==> config.mk <==
export PLATFORM = sky130hd
export DESIGN_NAME = bfp_block_sequencer_flat
export DESIGN_NICKNAME = d
export VERILOG_FILES = /design/src/rtl/bfp_block_sequencer_if.sv /design/src/rtl/bfp_block_sequencer.sv /design/src/flat_wrapper.sv
export SDC_FILE = /design/constraint.sdc
export NUM_CORES = 1
export LEC_CHECK = 0
export CAP_MARGIN = 40
export CORE_ASPECT_RATIO = 0.9
export CORE_MARGIN = 3
export CORE_UTILIZATION = 50
export DETAILED_ROUTE_END_ITERATION = 10
export PLACE_DENSITY = 0.72
export SLEW_MARGIN = 20
export SYNTH_ARGS = -nofsm -noshare
export SYNTH_HDL_FRONTEND = slang
export SYNTH_SLANG_ARGS = --single-unit
==> constraint.sdc <==
create_clock -name clk -period 7.9 [get_ports clk]
set_clock_uncertainty 0.1 [all_clocks]
set_input_delay 1.185 -clock clk [delete_from_list [all_inputs] [get_ports clk]]
set_output_delay 1.185 -clock clk [all_outputs]
set_load 0.05 [all_outputs]
==> src/rtl/bfp_block_sequencer_if.sv <==
// Stream-side bundle of the BFP block sequencer: FP16 element input,
// flush request, and the registered BFP block output with its counter.
interface bfp_block_sequencer_if #(
  parameter int element_size  = 16,
  parameter int exponent_size = 5,
  parameter int mantissa_size = 10
);
  logic [element_size-1:0]  in_data;
  logic                     in_valid;
  logic                     in_ready;
  logic                     flush;
  logic [mantissa_size:0]   out_sf0;
  logic [mantissa_size:0]   out_sf1;
  logic [mantissa_size:0]   out_sf2;
  logic [mantissa_size:0]   out_sf3;
  logic [3:0]               out_sign;
  logic [exponent_size-1:0] out_exp;
  logic [2:0]               out_count;
  logic                     out_valid;
  logic                     out_ready;
  logic [15:0]              block_count;

  // The sequencer itself
  modport slave (
    input  in_data, in_valid, flush, out_ready,
    output in_ready, out_sf0, out_sf1, out_sf2, out_sf3,
           out_sign, out_exp, out_count, out_valid, block_count
  );

  // Producer/consumer side
  modport master (
    output in_data, in_valid, flush, out_ready,
    input  in_ready, out_sf0, out_sf1, out_sf2, out_sf3,
           out_sign, out_exp, out_count, out_valid, block_count
  );
endinterface

==> src/rtl/bfp_block_sequencer.sv <==
// Gathers FP16 elements into 4-slot blocks, aligns them to a shared exponent
// and presents each block on a valid/ready output; supports partial-block flush.
module bfp_block_sequencer #(
  parameter int element_size  = 16,
  parameter int exponent_size = 5,
  parameter int mantissa_size = 10
) (
  input  logic                  clk,
  input  logic                  rst_n,
  bfp_block_sequencer_if.slave  bus
);

  localparam int SIG_W = mantissa_size + 1;

  typedef enum logic [1:0] {FILL, NORM, HOLD} state_t;

  state_t                   r_state;
  logic [element_size-1:0]  r_elem [4];
  logic [2:0]               r_idx;
  logic                     r_in_ready;
  logic                     r_out_valid;
  logic [SIG_W-1:0]         r_sf [4];
  logic [3:0]               r_sign;
  logic [exponent_size-1:0] r_exp;
  logic [2:0]               r_count;
  logic [15:0]              r_block_count;

  logic                     w_accept;
  logic                     w_flush_take;
  logic                     w_close;
  logic [element_size-1:0]  w_slot [4];
  logic [exponent_size-1:0] w_e [4];
  logic [SIG_W-1:0]         w_sig [4];
  logic [exponent_size-1:0] w_shift [4];
  logic [SIG_W-1:0]         w_sf [4];
  logic [3:0]               w_sign;
  logic [exponent_size-1:0] w_max01;
  logic [exponent_size-1:0] w_max23;
  logic [exponent_size-1:0] w_max;

  assign w_accept     = (r_state == FILL) && r_in_ready && bus.in_valid;
  // A flush closes the block when it holds at least one element after this edge
  assign w_flush_take = (r_state == FILL) && bus.flush && (w_accept || (r_idx != 3'd0));
  assign w_close      = (w_accept && (r_idx == 3'd3)) || w_flush_take;

  genvar gi;
  generate
    for (gi = 0; gi < 4; gi++) begin : g_slot
      always_ff @(posedge clk or negedge rst_n) begin
        if (!rst_n) begin
          r_elem[gi] <= '0;
        end else if (w_accept && (r_idx[1:0] == 2'(gi))) begin
          r_elem[gi] <= bus.in_data;
        end
      end

      // Unfilled slots read as +0 so they neither raise the shared exponent
      // nor contribute a significand or sign.
      assign w_slot[gi]  = (3'(gi) < r_idx) ? r_elem[gi] : '0;
      assign w_e[gi]     = w_slot[gi][element_size-2 -: exponent_size];
      assign w_sig[gi]   = {(w_e[gi] != '0), w_slot[gi][mantissa_size-1:0]};
      assign w_shift[gi] = w_max - w_e[gi];
      assign w_sf[gi]    = w_sig[gi] >> w_shift[gi];
      assign w_sign[gi]  = w_slot[gi][element_size-1];
    end
  endgenerate

  assign w_max01 = (w_e[0] > w_e[1]) ? w_e[0] : w_e[1];
  assign w_max23 = (w_e[2] > w_e[3]) ? w_e[2] : w_e[3];
  assign w_max   = (w_max01 > w_max23) ? w_max01 : w_max23;

  always_ff @(posedge clk or negedge rst_n) begin
    if (!rst_n) begin
      r_state       <= FILL;
      r_idx         <= 3'd0;
      r_in_ready    <= 1'b0;
      r_out_valid   <= 1'b0;
      r_sign        <= '0;
      r_exp         <= '0;
      r_count       <= 3'd0;
      r_block_count <= 16'd0;
      for (int i = 0; i < 4; i++) begin
        r_sf[i] <= '0;
      end
    end else begin
      case (r_state)
        FILL: begin
          if (w_accept) begin
            r_idx <= r_idx + 3'd1;
          end
          if (w_close) begin
            r_state    <= NORM;
            r_in_ready <= 1'b0;
          end else begin
            r_in_ready <= 1'b1;
          end
        end
        NORM: begin
          for (int i = 0; i < 4; i++) begin
            r_sf[i] <= w_sf[i];
          end
          r_sign      <= w_sign;
          r_exp       <= w_max;
          r_count     <= r_idx;
          r_out_valid <= 1'b1;
          r_state     <= HOLD;
        end
        HOLD: begin
          if (bus.out_ready) begin
            r_out_valid   <= 1'b0;
            r_block_count <= r_block_count + 16'd1;
            r_idx         <= 3'd0;
            r_in_ready    <= 1'b1;
            r_state       <= FILL;
          end
        end
        default: begin
          r_state <= FILL;
        end
      endcase
    end
  end

  assign bus.in_ready    = r_in_ready;
  assign bus.out_valid   = r_out_valid;
  assign bus.out_sf0     = r_sf[0];
  assign bus.out_sf1     = r_sf[1];
  assign bus.out_sf2     = r_sf[2];
  assign bus.out_sf3     = r_sf[3];
  assign bus.out_sign    = r_sign;
  assign bus.out_exp     = r_exp;
  assign bus.out_count   = r_count;
  assign bus.block_count = r_block_count;

endmodule
==> src/flat_wrapper.sv <==
// flat-port wrapper written by rule: the top's interface ports become plain ports
module bfp_block_sequencer_flat 
#(
  parameter int element_size  = 16,
  parameter int exponent_size = 5,
  parameter int mantissa_size = 10
)
  (clk, rst_n, bus_in_data, bus_in_valid, bus_flush, bus_out_ready, bus_in_ready, bus_out_sf0, bus_out_sf1, bus_out_sf2, bus_out_sf3, bus_out_sign, bus_out_exp, bus_out_count, bus_out_valid, bus_block_count);
  bfp_block_sequencer_if #(.element_size(element_size), .exponent_size(exponent_size), .mantissa_size(mantissa_size)) bus_i ();
  input  logic clk;
  input  logic rst_n;
  input wire logic [$bits(bus_i.in_data)-1:0] bus_in_data;
  input wire logic [$bits(bus_i.in_valid)-1:0] bus_in_valid;
  input wire logic [$bits(bus_i.flush)-1:0] bus_flush;
  input wire logic [$bits(bus_i.out_ready)-1:0] bus_out_ready;
  output wire logic [$bits(bus_i.in_ready)-1:0] bus_in_ready;
  output wire logic [$bits(bus_i.out_sf0)-1:0] bus_out_sf0;
  output wire logic [$bits(bus_i.out_sf1)-1:0] bus_out_sf1;
  output wire logic [$bits(bus_i.out_sf2)-1:0] bus_out_sf2;
  output wire logic [$bits(bus_i.out_sf3)-1:0] bus_out_sf3;
  output wire logic [$bits(bus_i.out_sign)-1:0] bus_out_sign;
  output wire logic [$bits(bus_i.out_exp)-1:0] bus_out_exp;
  output wire logic [$bits(bus_i.out_count)-1:0] bus_out_count;
  output wire logic [$bits(bus_i.out_valid)-1:0] bus_out_valid;
  output wire logic [$bits(bus_i.block_count)-1:0] bus_block_count;
  assign bus_i.in_data = bus_in_data;
  assign bus_i.in_valid = bus_in_valid;
  assign bus_i.flush = bus_flush;
  assign bus_i.out_ready = bus_out_ready;
  assign bus_in_ready = bus_i.in_ready;
  assign bus_out_sf0 = bus_i.out_sf0;
  assign bus_out_sf1 = bus_i.out_sf1;
  assign bus_out_sf2 = bus_i.out_sf2;
  assign bus_out_sf3 = bus_i.out_sf3;
  assign bus_out_sign = bus_i.out_sign;
  assign bus_out_exp = bus_i.out_exp;
  assign bus_out_count = bus_i.out_count;
  assign bus_out_valid = bus_i.out_valid;
  assign bus_block_count = bus_i.block_count;
  bfp_block_sequencer #(.element_size(element_size), .exponent_size(exponent_size), .mantissa_size(mantissa_size)) u_core (.clk(clk), .rst_n(rst_n), .bus(bus_i));
endmodule
==> results.json <==
{
  "yosys_warnings": 0,
  "io_pins": 95,
  "globalplace.congestion": 0.905,
  "max_slew_margin": 0.459,
  "worstSetupEndpointType": "flip-flop",
  "num_rows": 44,
  "ctsRootBufferMaster": "clkbuf_16",
  "cts_resized": 0,
  "drc": 0,
  "finalSetupTns_ps": 0,
  "drtIter0Drc": 448,
  "hold_path_class": "flip-flop to flip-flop",
  "synth_area_leaders": "dfrtp_1, mux2_2, nand2_1, ha_1, mux2i_1",
  "die_w_um": 142,
  "post_drt_wl_per_cell_um": 18.0,
  "synth_seq_cells": 143,
  "r2r_slack_ps": 1250,
  "post_cts_buffers": 0,
  "diodes": 0,
  "coreArea_mm2": 0.0163,
  "cts_tree": "built",
  "grt_pass1_wl_um": 33100,
  "grt_pass1_vias": 6346,
  "final_hold_viol_count": 0,
  "die_y_um": 129,
  "cts_buffer_depth": 2,
  "syn_nets": 885,
  "drv_slew": 0,
  "final_common_cell": "dfrtp_1",
  "status": "complete, no violations",
  "tightest_slew_ps": 809,
  "synth_top_cell_by_area": "dfrtp_1",
  "cts-buffers-inserted": 17,
  "htreeDepth": 4,
  "post-dp-hpwl_um": 14800,
  "grtUsageTotal": 0.229,
  "wl_um": 20300,
  "numPortBuffers": 94,
  "clkTransAtPathRegs_ps": 60,
  "layout_worst_path_cycle_share": 0.841,
  "path_class": "flip-flop to flip-flop",
  "clock_sinks": 143,
  "syn2layout_area_growth_pct": 21.3,
  "synthFlopType": "dfrtp_1",
  "netlist_instances": 826,
  "synth_top_area_frac": 0.427,
  "finalNetCount": 969,
  "die-area_mm2": 0.0183,
  "netlist_area_mm2": 0.00837,
  "arrival_ps": 6880,
  "yosysSeqAreaShare": 0.427,
  "clk_latency_ps": 430,
  "antenna_found_initial": 0,
  "worstPathRequired_ps": 8130,
  "yosysUniqueCellTypes": 72,
  "cts_hold_buf": 0,
  "fin_crit_ps": 6650,
  "crit_fanout": 28,
  "final_cell_mix": "dfrtp_1, nand2_1, clkdlybuf4s50_1",
  "critPathLaunchType": "flip-flop",
  "routed_via_density": 5.78,
  "start_util": 0.514,
  "grt_max_degree": 84,
  "cap_violations": 0,
  "setup_viol": 0,
  "antenna_left": 0,
  "rsz0062_at_grt": "no",
  "ys_async_sr_fraction": 1.00,
  "timing.fmax_mhz": 150,
  "vias": 6531,
  "dr.pass1.iters": 5,
  "grt_remaining_overflow": 0,
  "synth.avg_cell_area_um2": 10.1,
  "layout-drive-gt1-share": 0.174,
  "synth_edf_count": 0
}
## routing by layer
layer,track usage,wire length [µm],up-vias
li1,-,-,3132
met1,0.334,10000,3180
met2,0.345,8970,187
met3,0.0372,893,32
met4,0.0872,474,0
met5,0,0,-
## cell type report
type / instances / area, µm²
Fill cell: 1385 / 6130
Multi-Input combinational cell: 612 / 4520
Sequential cell: 143 / 3580
Timing Repair Buffer: 101 / 1030
Clock buffer: 18 / 439
Tap cell: 207 / 259
Clock inverter: 14 / 203
Inverter: 35 / 131
## Yosys cell counts, types with 3 or more instances
cell / count
dfrtp_1: 143
nand2_1: 117
mux2_2: 85
nor2_1: 47
o21ai_0: 43
a21oi_1: 38
ha_1: 34
inv_1: 34
clkbuf_1: 27
a22o_1: 25
mux2i_1: 23
nand3_1: 23
xnor2_1: 20
o22ai_1: 15
a21o_1: 11
nor3_1: 11
xor2_1: 11
nand2b_1: 8
o211ai_1: 8
a32o_1: 7
buf_1: 5
nand4_1: 5
and2_1: 4
fa_1: 4
nor2b_1: 4
nor3_2: 4
o31ai_1: 4
or2_2: 4
mux4_2: 3
o21a_1: 3
o311ai_2: 3
## cell families after synthesis
group                    Yosys count  synth area share
AO/OA/AOI/OAI                    185             0.156
XOR/XNOR                          33            0.0363
adder cells (fa/ha/maj)           38            0.0604
buffers and inverters             71            0.0335
flip-flops                       143             0.427
multiplexers                     113             0.153
AND/OR/NAND/NOR                  243             0.133
## sequential cells by signal, indices dropped and copies added, names as in the netlist
signal / flops
u_core.r_elem: 64
u_core.bus.block_count: 16
u_core.bus.out_sf0: 11
u_core.bus.out_sf1: 11
u_core.bus.out_sf2: 11
u_core.bus.out_sf3: 11
u_core.bus.out_exp: 5
u_core.bus.out_sign: 4
u_core.bus.out_count: 3
u_core.r_idx: 3
u_core.r_state: 2
u_core.bus.in_ready: 1
u_core.bus.out_valid: 1
## final timing paths
path	to	cells past startpoint	from
min reg2reg	u_core.bus.block_count[15]	1	u_core.bus.block_count[15]
max in group asynchronous	u_core.r_elem[22]	3	rst_n
min	u_core.bus.block_count[15]	1	u_core.bus.block_count[15]
max	u_core.bus.out_sf2[4]	25	u_core.r_idx[2]
min in group asynchronous	u_core.bus.out_sf3[4]	1	rst_n
max reg2reg	u_core.bus.out_sf2[4]	25	u_core.r_idx[2]
## through the flow
step           hold WS [ps]  std cells  instance area [µm²]  utilization  setup slack (ps)
3_5_place_dp            357       1096                 9460        0.581              1370
6_report                375       1130                10200        0.624              1250
4_1_cts                 375       1128                10100        0.620              1330
5_1_grt                 386       1130                10200        0.624               728
3_3_place_gp            359       1095                 9460        0.580              1700
2_1_floorplan           361        826                 8370            -              2120
## worst max-delay path, cell delays in order, from the launching register on
cell and delay (ps):
dfrtp_1 320, buf_4 280, a21o_1 420, and2_0 370
ha_1 320, a21oi_1 280, inv_1 100, o22ai_1 220
a22oi_1 180, o21ai_0 200, inv_1 80, ha_1 280
and3_1 200, o21a_1 160, o31a_1 280, o21ai_0 540
ha_1 410, fa_1 290, inv_1 60, a21o_1 170
a21oi_1 170, xor2_1 210, nand3_1 120, a21oi_2 310
o21ai_2 180, o311ai_2 270
Power is not shown: default switching activity piles up to over one toggle a cycle in this logic, so the estimate is an artifact.
